[config.mk]
export PLATFORM = sky130hd
export DESIGN_NAME = saturation_ctrl
export DESIGN_NICKNAME = d
export VERILOG_FILES = /design/src/rtl/saturation_ctrl.sv
export SDC_FILE = /design/constraint.sdc
export NUM_CORES = 1
export LEC_CHECK = 0
export BUFFER_PORTS_ARGS = -buffer_cell sky130_fd_sc_hd__buf_4
export CAP_MARGIN = 20
export CORE_ASPECT_RATIO = 1.1
export CORE_UTILIZATION = 40
export DETAILED_ROUTE_END_ITERATION = 8
export GPL_TIMING_DRIVEN = 0
export HOLD_SLACK_MARGIN = 0.1
export PLACE_DENSITY = 0.6
export SYNTH_ARGS = -nofsm -noshare
export SYNTH_HDL_FRONTEND = slang
export SYNTH_SLANG_ARGS = --single-unit
[constraint.sdc]
create_clock -name clk -period 1.8 [get_ports clk]
set_clock_uncertainty 0.1 [all_clocks]
set_input_delay 0.18 -clock clk [delete_from_list [all_inputs] [get_ports clk]]
set_output_delay 0.18 -clock clk [all_outputs]
set_load 0.01 [all_outputs]
[src/rtl/saturation_ctrl.sv]
// Saturation / luma-coefficient controller.
// Software writes shadow registers at any time; a commit arms a shadow-to-active
// transfer that happens at the next frame start so the filter never sees a
// mid-frame change.
// Optional feature: define SATURATION_CTRL_RAMP_EN to ramp saturation toward its
// new value by RAMP_STEP per frame instead of jumping.
module saturation_ctrl #(
    parameter logic        VS_ACTIVE     = 1'b1,
    parameter logic [15:0] SAT_DEFAULT   = 16'h0040,
    parameter logic [15:0] YCOE0_DEFAULT = 16'h0013,
    parameter logic [15:0] YCOE1_DEFAULT = 16'h0026,
    parameter logic [15:0] YCOE2_DEFAULT = 16'h0007,
    parameter logic [15:0] RAMP_STEP     = 16'd4
) (
    input  logic        clk,
    input  logic        rst_n,
    input  logic        wr_i,
    input  logic [1:0]  wr_addr_i,
    input  logic [15:0] wr_data_i,
    input  logic        commit_i,
    input  logic        vs_i,
    output logic [15:0] saturation_o,
    output logic [15:0] ycoe0_o,
    output logic [15:0] ycoe1_o,
    output logic [15:0] ycoe2_o,
    output logic        busy_o,
    output logic        applied_o
);

`ifdef SATURATION_CTRL_RAMP_EN
    typedef enum logic [1:0] {StIdle, StArmed, StRamp} state_e;
`else
    typedef enum logic [1:0] {StIdle, StArmed} state_e;
`endif

    state_e      state_q, state_d;
    logic        vs_q;
    logic        frame_start;
    logic [15:0] sat_sh_q, ycoe0_sh_q, ycoe1_sh_q, ycoe2_sh_q;
    logic [15:0] sat_q, sat_d;
    logic [15:0] ycoe0_q, ycoe0_d;
    logic [15:0] ycoe1_q, ycoe1_d;
    logic [15:0] ycoe2_q, ycoe2_d;

`ifdef SATURATION_CTRL_RAMP_EN
    logic [15:0] target_q, target_d;
    logic [15:0] sat_step;

    // One ramp step from cur toward tgt, clamped so it never overshoots or wraps.
    function automatic logic [15:0] step_toward(input logic [15:0] cur,
                                                input logic [15:0] tgt);
        if (tgt >= cur) begin
            return (tgt - cur <= RAMP_STEP) ? tgt : cur + RAMP_STEP;
        end else begin
            return (cur - tgt <= RAMP_STEP) ? tgt : cur - RAMP_STEP;
        end
    endfunction
`else
    logic unused_ramp_step;
    assign unused_ramp_step = ^RAMP_STEP;
`endif

    assign frame_start = (vs_i == VS_ACTIVE) && (vs_q != VS_ACTIVE);

    // Sync edge detector, shadow registers and active registers.
    always_ff @(posedge clk or negedge rst_n) begin
        if (!rst_n) begin
            state_q    <= StIdle;
            vs_q       <= ~VS_ACTIVE;
            sat_sh_q   <= SAT_DEFAULT;
            ycoe0_sh_q <= YCOE0_DEFAULT;
            ycoe1_sh_q <= YCOE1_DEFAULT;
            ycoe2_sh_q <= YCOE2_DEFAULT;
            sat_q      <= SAT_DEFAULT;
            ycoe0_q    <= YCOE0_DEFAULT;
            ycoe1_q    <= YCOE1_DEFAULT;
            ycoe2_q    <= YCOE2_DEFAULT;
`ifdef SATURATION_CTRL_RAMP_EN
            target_q   <= SAT_DEFAULT;
`endif
        end else begin
            state_q <= state_d;
            vs_q    <= vs_i;
            sat_q   <= sat_d;
            ycoe0_q <= ycoe0_d;
            ycoe1_q <= ycoe1_d;
            ycoe2_q <= ycoe2_d;
`ifdef SATURATION_CTRL_RAMP_EN
            target_q <= target_d;
`endif
            // A write coinciding with a transfer lands after the transfer reads the shadow.
            if (wr_i) begin
                case (wr_addr_i)
                    2'd0:    sat_sh_q   <= wr_data_i;
                    2'd1:    ycoe0_sh_q <= wr_data_i;
                    2'd2:    ycoe1_sh_q <= wr_data_i;
                    default: ycoe2_sh_q <= wr_data_i;
                endcase
            end
        end
    end

`ifdef SATURATION_CTRL_RAMP_EN
    // Next ramp value: from the shadow target at transfer, else from the latched target.
    always_comb begin
        sat_step = sat_q;
        if (state_q == StArmed) begin
            sat_step = step_toward(sat_q, sat_sh_q);
        end else begin
            sat_step = step_toward(sat_q, target_q);
        end
    end
`endif

    // Commit sequencing: next state, active-register loads and the applied pulse.
    always_comb begin
        state_d   = state_q;
        sat_d     = sat_q;
        ycoe0_d   = ycoe0_q;
        ycoe1_d   = ycoe1_q;
        ycoe2_d   = ycoe2_q;
        applied_o = 1'b0;
`ifdef SATURATION_CTRL_RAMP_EN
        target_d  = target_q;
`endif
        case (state_q)
            StIdle: begin
                // A frame start here is ignored even if commit arrives with it.
                if (commit_i) state_d = StArmed;
            end
            StArmed: begin
                if (frame_start) begin
                    applied_o = 1'b1;
                    ycoe0_d   = ycoe0_sh_q;
                    ycoe1_d   = ycoe1_sh_q;
                    ycoe2_d   = ycoe2_sh_q;
`ifdef SATURATION_CTRL_RAMP_EN
                    target_d  = sat_sh_q;
                    sat_d     = sat_step;
                    state_d   = (sat_step == sat_sh_q) ? StIdle : StRamp;
`else
                    sat_d     = sat_sh_q;
                    state_d   = StIdle;
`endif
                end
            end
`ifdef SATURATION_CTRL_RAMP_EN
            StRamp: begin
                // A new commit freezes the ramp; it resumes from here after the transfer.
                if (commit_i) begin
                    state_d = StArmed;
                end else if (frame_start) begin
                    sat_d   = sat_step;
                    state_d = (sat_step == target_q) ? StIdle : StRamp;
                end
            end
`endif
            default: state_d = StIdle;
        endcase
    end

    assign saturation_o = sat_q;
    assign ycoe0_o      = ycoe0_q;
    assign ycoe1_o      = ycoe1_q;
    assign ycoe2_o      = ycoe2_q;
    assign busy_o       = (state_q != StIdle);

endmodule
# --- Yosys cells after proc, flatten, opt, wreduce, memory -nomap -nowiden ---
# Cells that the tools add are included.
word_totals:
  reg_bits: 131
  inputBits: 23
  wordCells: 33
classes:
  n_eq_ne: 5
  n_mux: 5
  n_bitwise: 2
  n_reduce_logical: 11
ops:
  columns: ["op", "n"]
  rows:
  - ["2-bit AND reduction", 6]
  - ["2-bit by 1-bit == test with 1-bit output, second input constant", 2]
  - ["2-bit logical NOT", 2]
  - ["2-bit 2-to-1 mux", 2]
  - ["2-bit inequality test, second input constant", 2]
  - ["2-bit one-hot mux with 2 select lines", 1]
  - ["3-bit OR reduction", 1]
  - ["2-bit == test, second input constant", 1]
  - ["1-bit 2-to-1 mux", 2]
  - ["1-bit inverter", 2]
  - ["2-bit nonzero test", 1]
  - ["1-bit logical AND", 1]

# --- Logic depth before layout (Yosys ltp) ---
depth:
  depth_word: 4
  mapped_depth: 4

# --- Worst setup path before layout ---
# Ideal clock, no wire load.
synth_path:
  path_kind: "reg2reg"
  startpoint: "register state_q[0]"
  endpoint: "register sat_q[0], in the netlist saturation_o[0]"
  setup_ns: 0.125
  arrival_ns: 1.276
  required_time_ns: 1.575
  path_slack_ns: 0.299
  path_stages_with_launch: 5
  path_buffers: 2
  cell_sequence: "dfrtp_1 nand3b_1 buf_2 buf_2 mux2_2"
synth_via:
  elab_chain_cells: 2
synth_lines:
  columns: ["element", "line_no", "source"]
  rows:
  - ["start: declaration", "36", "state_e state_q, state_d;"]
  - ["start signal: assignment", "68", "state_q <= StIdle;"]
  - ["start signal: assignment", "82", "state_q <= state_d;"]
  - ["2-bit by 1-bit == test with 1-bit output", "126", "case (state_q)"]
  - ["2-bit AND reduction (no line)", null, null]
  - ["end signal: assignment", "84", "sat_q <= sat_d;"]
  - ["end: declaration", "40", "logic [15:0] sat_q, sat_d;"]
# No other way between the ends.
# A chain may end at the register's enable or synchronous reset.

# --- Worst setup path after layout ---
layout_path:
  startpoint: "register vs_q"
  endpoint: "output applied_o"
layout_via:
  elab_chain_cells: 4
layout_lines:
  columns: ["element", "line_no", "source"]
  rows:
  - ["start: declaration", "37", "logic vs_q;"]
  - ["start signal: assignment", "69", "vs_q <= ~VS_ACTIVE;"]
  - ["start signal: assignment", "83", "vs_q <= vs_i;"]
  - ["1-bit inverter", "63", "assign frame_start = (vs_i == VS_ACTIVE) && (vs_q != VS_ACTIVE);"]
  - ["1-bit logical AND", "63", null]
  - ["1-bit 2-to-1 mux", "132", "if (frame_start) begin"]
  - ["1-bit 2-to-1 mux", "126", null]
  - ["end: declaration", "27", "output logic applied_o"]
# No other way between the ends.

==> flow_metrics.env <==
export IMPL_grt_pass1_wl_um=15500
export IMPL_vias_per_cell=4.81
export IMPL_global_route_usage_met3=0.0537
export IMPL_ir_worst_vdd_uv=574
export IMPL_synth_area_per_cell_sq_um=17.6
export IMPL_routedWlPerCell_um=16.9
export IMPL_final_period_utilization=0.951
export IMPL_die_h_um=118
export IMPL_rsz0062_at_grt="false"
export IMPL_crit_buf_inv=4
export IMPL_rows=41
export IMPL_ys_warn_count=0
export IMPL_use_met2=0.251
export IMPL_placed_cells=515
export IMPL_drv_cap=0
export IMPL_grt_overflow_total=0
export IMPL_p_sw_mw=2.42
export IMPL_antenna_cells=0
export IMPL_drive_above_1_share=0.682
export IMPL_internal_power_mw=7.09
export IMPL_p_leak_nw=2.97
export IMPL_use_met1=0.220
export IMPL_power_frac_clock=0.336
export IMPL_final_area_sq_um=6570
export IMPL_place_port_buffers=88
export IMPL_seq_power_share=0.443
export IMPL_die_x_um=107
export IMPL_grt_total_usage=0.167
export IMPL_syn_inst=276
export IMPL_slew_violations=0
export IMPL_path_delay_family="buffers and inverters"
export IMPL_first_global_vias=2879
export IMPL_pwr_share_comb=0.221
export IMPL_cts_root_buf="clkbuf_16"
export IMPL_ys_seq_area_frac=0.674
export IMPL_clk_pin_slew_ns=0.05
export IMPL_cp_max_fo=5
export IMPL_area_growth_pct=35.0
export IMPL_status="finished clean"
export IMPL_numCtsBuffers=17
export IMPL_die_area_sq_um=12600
export IMPL_slew_headroom=0.595
export IMPL_regToRegSetupSlack_ns=0.17
export IMPL_drt_first_pass_iters=4
export IMPL_grt_max_degree=67
export IMPL_ys_ff_latch=130
export IMPL_slowest_delay_ns=0.35
export IMPL_nFillCells=960
export IMPL_slowest_stage="dfrtp_1"
export IMPL_place_ws_ns=-0.0103
export IMPL_start_util=0.418
export IMPL_drcViolationCount=0
export IMPL_fin_nets=432
export IMPL_clk_latency_ns=0.41
export IMPL_multiInputGateArea_sq_um=1510
export IMPL_path_cells="nand3b_1, buf_6, buf_12, inv_1, buf_4"
export IMPL_antenna_left=0
export IMPL_cts_sinks=130
export IMPL_vias=2754
export IMPL_cts_tree="built"
export IMPL_hold_ws_ns=0.118
export IMPL_syn_nets=299
export IMPL_cts_buffer_depth=2
export IMPL_layoutNonFillerInstCount=572
export IMPL_fmax_mhz=584
export IMPL_place_area_sq_um=5740
export IMPL_layout_setup_ws_ns=0.0873
export IMPL_switching_share=0.255
export IMPL_power_density_nw_per_um2=1450
export IMPL_critPathKind="reg -> out"
export IMPL_end_kind="primary output"
export IMPL_drt_iter0_markers=59
export IMPL_antenna_found_initial=0
export IMPL_required_ns=1.52
export IMPL_tightest_slew_ns=0.607
export IMPL_htree_levels=4
export IMPL_hpwl_um=6360
export IMPL_place_congestion=0.659
export IMPL_coreArea_sq_um=11600
export IMPL_syn_area_sq_um=4860
export IMPL_sequential_cell_area_sq_um=3280
export IMPL_hold_viol_final=0
export IMPL_finalSetupViolations=0
export IMPL_synth_cell_types=13
export IMPL_layout_min_cycle_time_ns=1.71
export IMPL_startpoint_type="register"
export IMPL_grt_busiest_layer="met2"
export IMPL_min_path_type="in -> reg"
export IMPL_wl_um=9680
export IMPL_pin_count=89
export IMPL_arrival_ns=1.43
-- through the flow --
step | total power [mW] | setup TNS (ns) | utilization
2_1_floorplan | 5.18 | 0 | -
4_1_cts | 9.63 | 0 | 0.560
3_5_place_dp | 6.35 | -0.0624 | 0.493
6_report | 9.51 | 0 | 0.564
3_3_place_gp | 6.26 | 0 | 0.490
5_1_grt | 10.0 | 0 | 0.564
-- cells in the final DEF (no fill, tap or decap) --
master,n
nand3b_2,2
bufinv_16,1
o21a_1,1
inv_1,1
clkbuf_4,3
clkbuf_16,17
nand3_2,1
dlygate4sd3_1,19
mux2_2,128
dfrtp_1,110
clkinvlp_4,4
buf_16,1
dfstp_2,20
clkbuf_8,4
nand3b_1,1
clkinv_2,5
buf_6,3
buf_2,3
buf_4,94
clkbuf_1,2
buf_12,1
nor3b_4,1
-- cell type report --
| class | count | share of cell area |
|---|---|---|
| buffer | 11 | 0.0154 |
| clock buffer | 22 | 0.0722 |
| clock inverter | 10 | 0.0130 |
| inverter | 1 | 0.000572 |
| multi-input combinational | 134 | 0.230 |
| sequential | 130 | 0.499 |
| tap | 150 | 0.0286 |
| timing repair buffer | 114 | 0.141 |
-- worst min-delay path: cells and delay by family --
kind	cells	cell delay, ns
multiplexers	1	0.22
AND/OR/NAND/NOR	1	0.08
buffers and inverters	1	0.12
-- registers in the layout, summed over array words and instances (netlist names) --
register,count
sat_sh_q,16
ycoe1_sh_q,16
ycoe2_o,16
ycoe0_sh_q,16
ycoe0_o,16
ycoe2_sh_q,16
saturation_o,16
state_q,1
vs_q,1
ycoe1_o,16
-- final timing paths --
check | from | end | depth (start not counted)
max | vs_q | applied_o | 5
min | wr_addr_i[0] | sat_sh_q[15] | 3
max reg2reg | state_q[0] | ycoe0_o[2] | 5
min reg2reg | ycoe2_sh_q[8] | ycoe2_sh_q[8] | 1
max in group asynchronous | rst_n | ycoe0_sh_q[0] | 3
min in group asynchronous | rst_n | ycoe2_sh_q[11] | 2
-- cells in the mapped netlist (all sizes together) --
cell type	instances	area [sq um]
mux2	128	1440
dfrtp	110	2750
dfstp	20	526
buf	10	58.8
nand3b	3	30.0
clkbuf	1	13.8
inv	1	3.75
nand3	1	10.0
nor3b	1	18.8
o21a	1	7.51
-- what timing repair did --
item,4_1_cts,5_1_grt
endpoints found under the setup margin,26,5
resized for setup,4,5
endpoints found under the hold margin,130,0
buffers inserted,3,3
hold buffers,19,0
-- metal layers --
metal,vias up,wire [um]
met1,1411,4420
met3,14,518
met4,0,152
li1,1254,-
met2,75,4590
met5,-,0
-- cell families (layout without fill, tap and decap cells) --
logic type	after synthesis	count (layout)	share of synthesized area
AND/OR/NAND/NOR	5	5	0.0121
multiplexers	128	128	0.296
buffers and inverters	12	158	0.0157
flip-flops	130	130	0.674
AO/OA/AOI/OAI	1	1	0.00154
-- power by group through the flow --
| stage | Combinational [mW] | Sequential, mW | Clock, mW |
|---|---|---|---|
| detailed placement | 2.09 | 4.27 | 0 |
| global route | 2.28 | 4.32 | 3.42 |
| finish | 2.10 | 4.21 | 3.20 |
| floorplan | 0.778 | 4.41 | 0 |
| CTS | 2.14 | 4.22 | 3.27 |
| global placement | 2.04 | 4.22 | 0 |
Power figures use the tool's default switching activity.
